<file path="config.mk">
export PLATFORM = sky130hd
export DESIGN_NAME = digit_setter
export DESIGN_NICKNAME = d
export VERILOG_FILES = /design/src/rtl/digit_setter.sv
export SDC_FILE = /design/constraint.sdc
export NUM_CORES = 1
export LEC_CHECK = 0
export ABC_AREA = 1
export CORE_UTILIZATION = 58
export CTS_BUF_LIST = sky130_fd_sc_hd__clkbuf_4 sky130_fd_sc_hd__clkbuf_8
export CTS_CLUSTER_DIAMETER = 200
export DETAILED_ROUTE_END_ITERATION = 12
export PLACE_DENSITY_LB_ADDON = 0.3
export REMOVE_ABC_BUFFERS = 1
export SYNTH_ARGS = -nofsm -noshare
export SYNTH_HDL_FRONTEND = slang
export SYNTH_SLANG_ARGS = --single-unit
export TNS_END_PERCENT = 20
</file>
<file path="constraint.sdc">
create_clock -name clk -period 1.4 [get_ports clk]
set_input_delay 0.35 -clock clk [delete_from_list [all_inputs] [get_ports clk]]
set_output_delay 0.35 -clock clk [all_outputs]
set_load 0.005 [all_outputs]
</file>
<file path="src/rtl/digit_setter.sv">
// Multi-digit value entry driven by four active-low push keys.
// Each key gets a synchronizer, debounce filter and press detector (with
// optional auto-repeat); the top level edits the working value, moves the
// cursor and commits the value with a fixed-length update strobe.

module digit_setter_key #(
    parameter int DEB_CYCLES   = 4,
    parameter int REPEAT_DELAY = 0,
    parameter int REPEAT_RATE  = 1
) (
    input  logic clk,
    input  logic reset,
    input  logic key_n_i,
    output logic event_o
);
    localparam int  DW      = (DEB_CYCLES > 1) ? $clog2(DEB_CYCLES) : 1;
    localparam int  RMAX    = (REPEAT_DELAY > REPEAT_RATE) ? REPEAT_DELAY : REPEAT_RATE;
    localparam int  RW      = (RMAX > 1) ? $clog2(RMAX) : 1;
    localparam bit  REP_EN  = (REPEAT_DELAY > 0);
    localparam logic [DW-1:0] DEB_LOAD  = DW'(DEB_CYCLES - 1);
    localparam logic [RW-1:0] DLY_LOAD  = RW'(REP_EN ? REPEAT_DELAY - 1 : 0);
    localparam logic [RW-1:0] RATE_LOAD = RW'(REPEAT_RATE - 1);

    logic [1:0]    sync_q, sync_d;
    logic [DW-1:0] deb_cnt_q, deb_cnt_d;
    logic          level_q, level_d;
    logic          prev_q, prev_d;
    logic [1:0]    vld_q, vld_d;
    logic          armed_q, armed_d;
    logic          rep_act_q, rep_act_d;
    logic [RW-1:0] rep_cnt_q, rep_cnt_d;
    logic          event_q, event_d;
    logic          press;
    logic          rep_tc;

    // Debounce, arming, press detection and repeat timing.
    // A key only becomes armed once it has been seen released after reset,
    // so a key held through reset release never produces an event.
    always_comb begin
        sync_d    = {sync_q[0], key_n_i};
        vld_d     = {vld_q[0], 1'b1};
        prev_d    = level_q;
        level_d   = level_q;
        deb_cnt_d = DEB_LOAD;
        if (sync_q[1] != level_q) begin
            if (deb_cnt_q == '0) begin
                level_d = sync_q[1];
            end else begin
                deb_cnt_d = deb_cnt_q - DW'(1);
            end
        end

        armed_d = armed_q | (vld_q[1] & level_q & sync_q[1]);
        press   = armed_q & prev_q & ~level_q;
        rep_tc  = REP_EN & rep_act_q & ~level_q & (rep_cnt_q == '0);

        rep_act_d = rep_act_q & ~level_q;
        rep_cnt_d = rep_cnt_q;
        if (press) begin
            rep_act_d = REP_EN;
            rep_cnt_d = DLY_LOAD;
        end else if (rep_act_q) begin
            if (rep_cnt_q == '0) begin
                rep_cnt_d = RATE_LOAD;
            end else begin
                rep_cnt_d = rep_cnt_q - RW'(1);
            end
        end

        event_d = press | rep_tc;
    end

    // Front-end state register; released level after reset.
    always_ff @(posedge clk or negedge reset) begin
        if (!reset) begin
            sync_q    <= 2'b11;
            deb_cnt_q <= DEB_LOAD;
            level_q   <= 1'b1;
            prev_q    <= 1'b1;
            vld_q     <= 2'b00;
            armed_q   <= 1'b0;
            rep_act_q <= 1'b0;
            rep_cnt_q <= '0;
            event_q   <= 1'b0;
        end else begin
            sync_q    <= sync_d;
            deb_cnt_q <= deb_cnt_d;
            level_q   <= level_d;
            prev_q    <= prev_d;
            vld_q     <= vld_d;
            armed_q   <= armed_d;
            rep_act_q <= rep_act_d;
            rep_cnt_q <= rep_cnt_d;
            event_q   <= event_d;
        end
    end

    assign event_o = event_q;
endmodule

module digit_setter #(
    parameter int DIGITS       = 2,
    parameter int DIGIT_W      = 4,
    parameter int DIGIT_MAX    = 15,
    parameter int CARRY        = 0,
    parameter int DEB_CYCLES   = 4,
    parameter int REPEAT_DELAY = 0,
    parameter int REPEAT_RATE  = 1,
    parameter int UPDATE_LEN   = 8
) (
    input  logic                                          clk,
    input  logic                                          reset,
    input  logic                                          key_up,
    input  logic                                          key_down,
    input  logic                                          key_next,
    input  logic                                          key_commit,
    output logic [DIGITS*DIGIT_W-1:0]                     edit,
    output logic [DIGITS*DIGIT_W-1:0]                     data,
    output logic [((DIGITS > 1) ? $clog2(DIGITS) : 1)-1:0] cursor,
    output logic                                          update
);
    localparam int W  = DIGITS * DIGIT_W;
    localparam int CW = (DIGITS > 1) ? $clog2(DIGITS) : 1;
    localparam int UW = (UPDATE_LEN > 1) ? $clog2(UPDATE_LEN) : 1;
    localparam bit RIPPLE = (CARRY != 0);
    localparam logic [DIGIT_W-1:0] DMAX     = DIGIT_W'(DIGIT_MAX);
    localparam logic [CW-1:0]      CUR_LAST = CW'(DIGITS - 1);
    localparam logic [UW-1:0]      UPD_LAST = UW'(UPDATE_LEN - 1);

    logic          ev_up, ev_dn, ev_nx, ev_cm;
    logic          do_up, do_dn;
    logic [W-1:0]  edit_q, edit_d;
    logic [W-1:0]  data_q, data_d;
    logic [CW-1:0] cursor_q, cursor_d;
    logic          upd_q, upd_d;
    logic [UW-1:0] upd_cnt_q, upd_cnt_d;
    logic [DIGIT_W-1:0] dig;
    logic          cry;

    digit_setter_key #(.DEB_CYCLES(DEB_CYCLES), .REPEAT_DELAY(REPEAT_DELAY),
                       .REPEAT_RATE(REPEAT_RATE))
        u_key_up (.clk(clk), .reset(reset), .key_n_i(key_up), .event_o(ev_up));

    digit_setter_key #(.DEB_CYCLES(DEB_CYCLES), .REPEAT_DELAY(REPEAT_DELAY),
                       .REPEAT_RATE(REPEAT_RATE))
        u_key_down (.clk(clk), .reset(reset), .key_n_i(key_down), .event_o(ev_dn));

    digit_setter_key #(.DEB_CYCLES(DEB_CYCLES), .REPEAT_DELAY(0), .REPEAT_RATE(1))
        u_key_next (.clk(clk), .reset(reset), .key_n_i(key_next), .event_o(ev_nx));

    digit_setter_key #(.DEB_CYCLES(DEB_CYCLES), .REPEAT_DELAY(0), .REPEAT_RATE(1))
        u_key_commit (.clk(clk), .reset(reset), .key_n_i(key_commit), .event_o(ev_cm));

    // Simultaneous up and down cancel each other.
    assign do_up = ev_up & ~ev_dn;
    assign do_dn = ev_dn & ~ev_up;

    // Digit edit: start at the cursor digit and ripple the wrap upwards when
    // carry is enabled; a wrap out of the top digit is dropped.
    always_comb begin
        edit_d = edit_q;
        cry    = 1'b0;
        dig    = '0;
        for (int k = 0; k < DIGITS; k++) begin
            dig = edit_q[k*DIGIT_W +: DIGIT_W];
            if (CW'(k) == cursor_q) begin
                cry = do_up | do_dn;
            end
            if (cry) begin
                if (do_up) begin
                    if (dig == DMAX) begin
                        dig = '0;
                    end else begin
                        dig = dig + DIGIT_W'(1);
                        cry = 1'b0;
                    end
                end else begin
                    if (dig == '0) begin
                        dig = DMAX;
                    end else begin
                        dig = dig - DIGIT_W'(1);
                        cry = 1'b0;
                    end
                end
                if (!RIPPLE) begin
                    cry = 1'b0;
                end
            end
            edit_d[k*DIGIT_W +: DIGIT_W] = dig;
        end
    end

    // Cursor advance, commit capture and update strobe timing.
    always_comb begin
        cursor_d  = cursor_q;
        data_d    = data_q;
        upd_d     = upd_q;
        upd_cnt_d = upd_cnt_q;
        if (ev_nx) begin
            cursor_d = (cursor_q == CUR_LAST) ? '0 : cursor_q + CW'(1);
        end
        if (ev_cm) begin
            data_d    = edit_q;
            upd_d     = 1'b1;
            upd_cnt_d = '0;
        end else if (upd_q) begin
            if (upd_cnt_q == UPD_LAST) begin
                upd_d = 1'b0;
            end else begin
                upd_cnt_d = upd_cnt_q + UW'(1);
            end
        end
    end

    // Value, cursor and strobe registers.
    always_ff @(posedge clk or negedge reset) begin
        if (!reset) begin
            edit_q    <= '0;
            data_q    <= '0;
            cursor_q  <= '0;
            upd_q     <= 1'b0;
            upd_cnt_q <= '0;
        end else begin
            edit_q    <= edit_d;
            data_q    <= data_d;
            cursor_q  <= cursor_d;
            upd_q     <= upd_d;
            upd_cnt_q <= upd_cnt_d;
        end
    end

    assign edit   = edit_q;
    assign data   = data_q;
    assign cursor = cursor_q;
    assign update = upd_q;
endmodule
</file>
* Word level (Yosys, flattened, before mapping) *
Cells that the tools add are included.

word-level totals
  RAM bits = 0
  latch bits = 0
  register bits after elaboration = 61
  memories kept = 0
  word-level logic and storage cells = 116
  bits of input ports = 6
  ROM bits = 0

cells by class
  shifts and indexed selects = 0
  muxes and demuxes = 23
  $lt $le $gt $ge = 0
  equality and inequality tests = 8
  $add $sub $neg = 10
  reduce and logical (&&, ||, !) cells = 12
  multipliers = 0
  divide/modulo/power cells = 0
  bitwise logic cells = 29

operator list
  operator               number
  $mux W4                6
  $and A1 B1 Y1          18
  $mux W2                8
  $reduce_and A2 Y1      5
  $mux W3                3
  $add A4 B1 Y4 const B  2
  $eq A4 B4 Y1 const B   2
  $logic_not A2 Y1       4
  $logic_not A4 Y1       2
  $sub A2 B1 Y2 const B  4
  $sub A4 B1 Y4 const B  2
  $mux W1                6
  $not A1 Y1             6
  $or A1 B1 Y1           5
  $ne A1 B1 Y1           4
  $add A3 B1 Y3 const B  1
  $eq A3 B3 Y1 const B   1
  $ne A2 B1 Y1 const B   1
  $reduce_bool A2 Y1     1
  $add A1 B1 Y1 const B  1

* Logic depth before layout (Yosys ltp) *
Gate-level depths: netlist of run 1.

  word-level depth = 4
  mapped depth = 9
  depth with buffers taken out = 8

* Cells and area by module *
A second synthesis of run 1 with hierarchy kept.

unflattened totals
  cells, all modules = 246
  area, all modules = 2488.6 um2

modules (own cells, without submodules)
  module            area each (um2)  cells each  instances
  digit_setter_key  345.3            28          4
  digit_setter      1107.3           134         1

* Least setup slack after synthesis of run 1 *
Ideal clock, no wire load.

  path kind = register to register
  from = register u_key_up.event_q, in the netlist u_key_up.event_o
  to = register edit_q[2], in the netlist edit[2]
  stages on the path, launching flop included = 7
  data arrival time = 1.126 ns
  slack = 0.156 ns
  buffers on the path = 0
  cell sequence = dfrtp_1 > ha_1 > nor2_2 > inv_2 > a21oi_2 > xor2_1 > inv_1

on the way
  cells in the longest elaborated chain, start to end = 4
  elaborated cells between the ends (all ways) = 6
  classes of those cells = mux (2); bitwise (4)

ends and longest elaborated chain
  what                      line  source
  start: declaration        32    logic event_q, event_d;
  start signal: assignment  94    event_q <= event_d;
  $not A1 Y1                156   assign do_dn = ev_dn & ~ev_up;
  $and A1 B1 Y1             156
  $or A1 B1 Y1              167   cry = do_up | do_dn;
  $mux W1                   166   if (CW'(k) == cursor_q) begin
  end signal: assignment    224   edit_q <= edit_d;
  end: declaration          132   logic [W-1:0] edit_q, edit_d;

Parallel ways exist; a longest one is shown, timed or not.
A chain may end at the register's enable or synchronous reset.

* Worst setup path after layout of run 1 *
  from = register edit_q[5], in the netlist edit[5]
  to = output edit[5]

RTL lines
  what              line  source
  end: declaration  117   output logic [DIGITS*DIGIT_W-1:0] edit,

No word-level cell between the ends.

==> impl_metrics.toml, run 1 <==
[synth]
ys_async_sr_fraction = 1.00
ys.flop_type = "dfrtp_1"
synth.most_common_cell = "nand2_1"
ys_seq_elements = 55
syn-cell-area_um2 = 2260
synth_edf_count = 0
yosysTopAreaCell = "dfrtp_1"
ys_top_cells_by_count = "nand2_1 (42), dfrtp_1 (31), dfstp_2 (24), inv_1 (24), nor2_1 (20)"
netlist.area_leader.share = 0.343
seq_area_frac_synth = 0.622
synthDistinctLibCells = 26
syn_inst = 213
syn_area_per_cell_um2 = 10.6
synth-warning-count = 0
synth_area_leaders = "dfrtp_1 (34%), dfstp_2 (28%), nand2_1 (7.0%)"

[critical_path]
critPathKind = "register to output pin"
cp_max_fo = 2
slowest_delay_ps = 410
crit_family = "flip-flops"
cp.arrival_ps = 980
slowest_stage = "dfrtp_1"
cp-end-kind = "output pin"
cp_data_required_time_ps = 1050
startpoint_type = "register"
cp_cell_sequence = "dlygate4sd2_1"
crit_buf_inv = 1

[clock_network]
cts_tree = "built"
clock-sinks = 55
htreeDepth = 2
clk_pin_slew_ps = 90
clk_latency_ps = 300
clockBufferDepth = 2
cts-root-buf = "clkbuf_8"
cts_buffers = 5

[global_route]
grt.overflow.total = 0
grt_max_degree = 56
grt_pass1_vias = 1511
track_usage = 0.204
grt_pass1_wl_um = 6380
antenna_found_initial = 0

[cells_and_area]
num-nets-final = 272
final_layout_size_suffix_gt1_frac = 0.266
n_antenna_cell = 0
n_fill_cell = 253
fin_cells = 304
fin_area_um2 = 2750
syn_to_final_growth_pct = 21.5
utilization = 0.745

[job]
maxCapViolCount = 0

[routing]
drt_iter0_markers = 98
vias = 1529
first_pass_iters = 4
drc = 0
via_per_inst = 5.03
wl_per_cell_um = 11.7
antenna_left = 0
drt_wl_total_um = 3540

[sta]
rsz0062_at_grt = "true"
tns_ps = 0
setup_ws_ps = 70.8
hold_viol_final = 0
period_share = 0.949
fmax_ghz = 0.752
fin_worst_skew_ps = 5.84
report.final.slew_viol_count = 0
fin_crit_ps = 1330
finalSetupViolations = 0

[die]
num_io_pins = 24
core_area_um2 = 3690
die_area_um2 = 4150
die_w_um = 64.5
start_util = 0.613
num_rows = 22
die_h_um = 64.5

[power_and_ir_drop]
leakagePower_nw = 1.39
peakVddDrop_mv = 1.14
power.density_nw_per_um2 = 2190

[placement]
place_ws_ps = 61.5
placed_area_um2 = 2620
dpl.cell_count = 292
dp_hpwl_um = 2480
portBuffers = 23
routabilityCongestion = 0.821

[min_path]
hold_path.class = "input port to asynchronous set/reset pin"

[status]
status = "complete, no violations"
[cell type report]
cell class / instances / area (um2) / share of cell area
sequential: 55 / 1410 / 0.512
multi-input combinational: 128 / 761 / 0.277
timing repair buffer: 38 / 328 / 0.119
inverter: 27 / 106 / 0.0387
clock buffer: 6 / 76.3 / 0.0278
tap: 48 / 60.1 / 0.0218
clock inverter: 2 / 11.3 / 0.00410
[flip-flops by register name (all words and copies together), names as in the netlist, 2 cells and up]
register                cells
u_key_commit.deb_cnt_q      2
u_key_commit.vld_q          2
u_key_up.deb_cnt_q          2
u_key_commit.sync_q         2
upd_cnt_q                   3
u_key_next.sync_q           2
data                        8
u_key_down.sync_q           2
u_key_up.sync_q             2
u_key_next.deb_cnt_q        2
u_key_down.deb_cnt_q        2
edit                        8
[worst paths after layout]
path                                                     end  depth (start not counted)  slack, ps                      startpoint
max                                                  edit[5]                          1         70             edit[5]$_DFFE_PN0P_
min                                 upd_cnt_q[2]$_DFFE_PN0P_                          2         30                           reset
max reg2reg                              edit[2]$_DFFE_PN0P_                          7         90             edit[1]$_DFFE_PN0P_
min reg2reg                   u_key_next.sync_q[1]$_DFF_PN1_                          0        360  u_key_next.sync_q[0]$_DFF_PN1_
max in group asynchronous  u_key_next.deb_cnt_q[1]$_DFF_PN1_                          2       1090                           reset
min in group clk              u_key_next.sync_q[1]$_DFF_PN1_                          0        360  u_key_next.sync_q[0]$_DFF_PN1_
[power breakdown]
part	internal [mW]	switching, mW	leakage, nW
logic	1.19	1.36	0.717
clock network	0.371	0.484	0.0489
registers	2.31	0.288	0.620
total	3.88	2.13	1.39
[stage by stage]
stage | power (mW) | hold slack [ps]
after global placement | 5.06 | 332
after global routing | 6.57 | 33.6
after floorplan | 4.07 | 54.4
final | 6.01 | 25.3
after detailed placement | 5.17 | 346
after CTS | 5.95 | 32.9
[cells by family after synthesis]
family	share of synthesized area
XOR/XNOR	0.0348
other	0.00166
multiplexers	0.0199
flip-flops	0.622
AO/OA/AOI/OAI	0.0675
adder cells (fa/ha/maj)	0.0608
buffers and inverters	0.0559
AND/OR/NAND/NOR	0.138
[layer usage]
metal / GRT usage / share of wire / wire, um
met3: 0.0599 / 0.045 / 160
met4: 0.0778 / 0.013 / 45
met2: 0.324 / 0.49 / 1740
met1: 0.264 / 0.45 / 1600
met5: 0 / 0 / 0
[layout by cell type, fill, tap and decap left out, drive strengths merged]
master          n
dfrtp          31
clkdlybuf4s50   4
nand2          43
inv            28
clkbuf          6
o211ai          1
nand4           1
conb            1
xor2            9
ha             11
mux2            4
dfstp          24
a31o            4
dlygate4sd2    18
nand3          10
o21ai          16
nor3            2
nor2           21
a21oi           4
buf            16
a31oi           1
clkinv          1
[timing repair]
item / 4_1_cts / 5_1_grt
buffers inserted: 4 / 0
hold buffers: 0 / 0
hold endpoints to repair: 0 / 0
setup endpoints to repair: 18 / 7
pin swaps: 0 / 1
resized for setup: 18 / 8
Note: power is estimated with default switching activity, not from simulation.
==> run 2: changes to the inputs <==
--- a/config.mk
+++ b/config.mk
@@ -6,6 +6,7 @@
 export NUM_CORES = 1
 export LEC_CHECK = 0
 export ABC_AREA = 1
+export CAP_MARGIN = 20
 export CORE_UTILIZATION = 58
 export CTS_BUF_LIST = sky130_fd_sc_hd__clkbuf_4 sky130_fd_sc_hd__clkbuf_8
 export CTS_CLUSTER_DIAMETER = 200
==> results of run 2 <==
Final layout, timing and power as in run 1 (identical DEF).
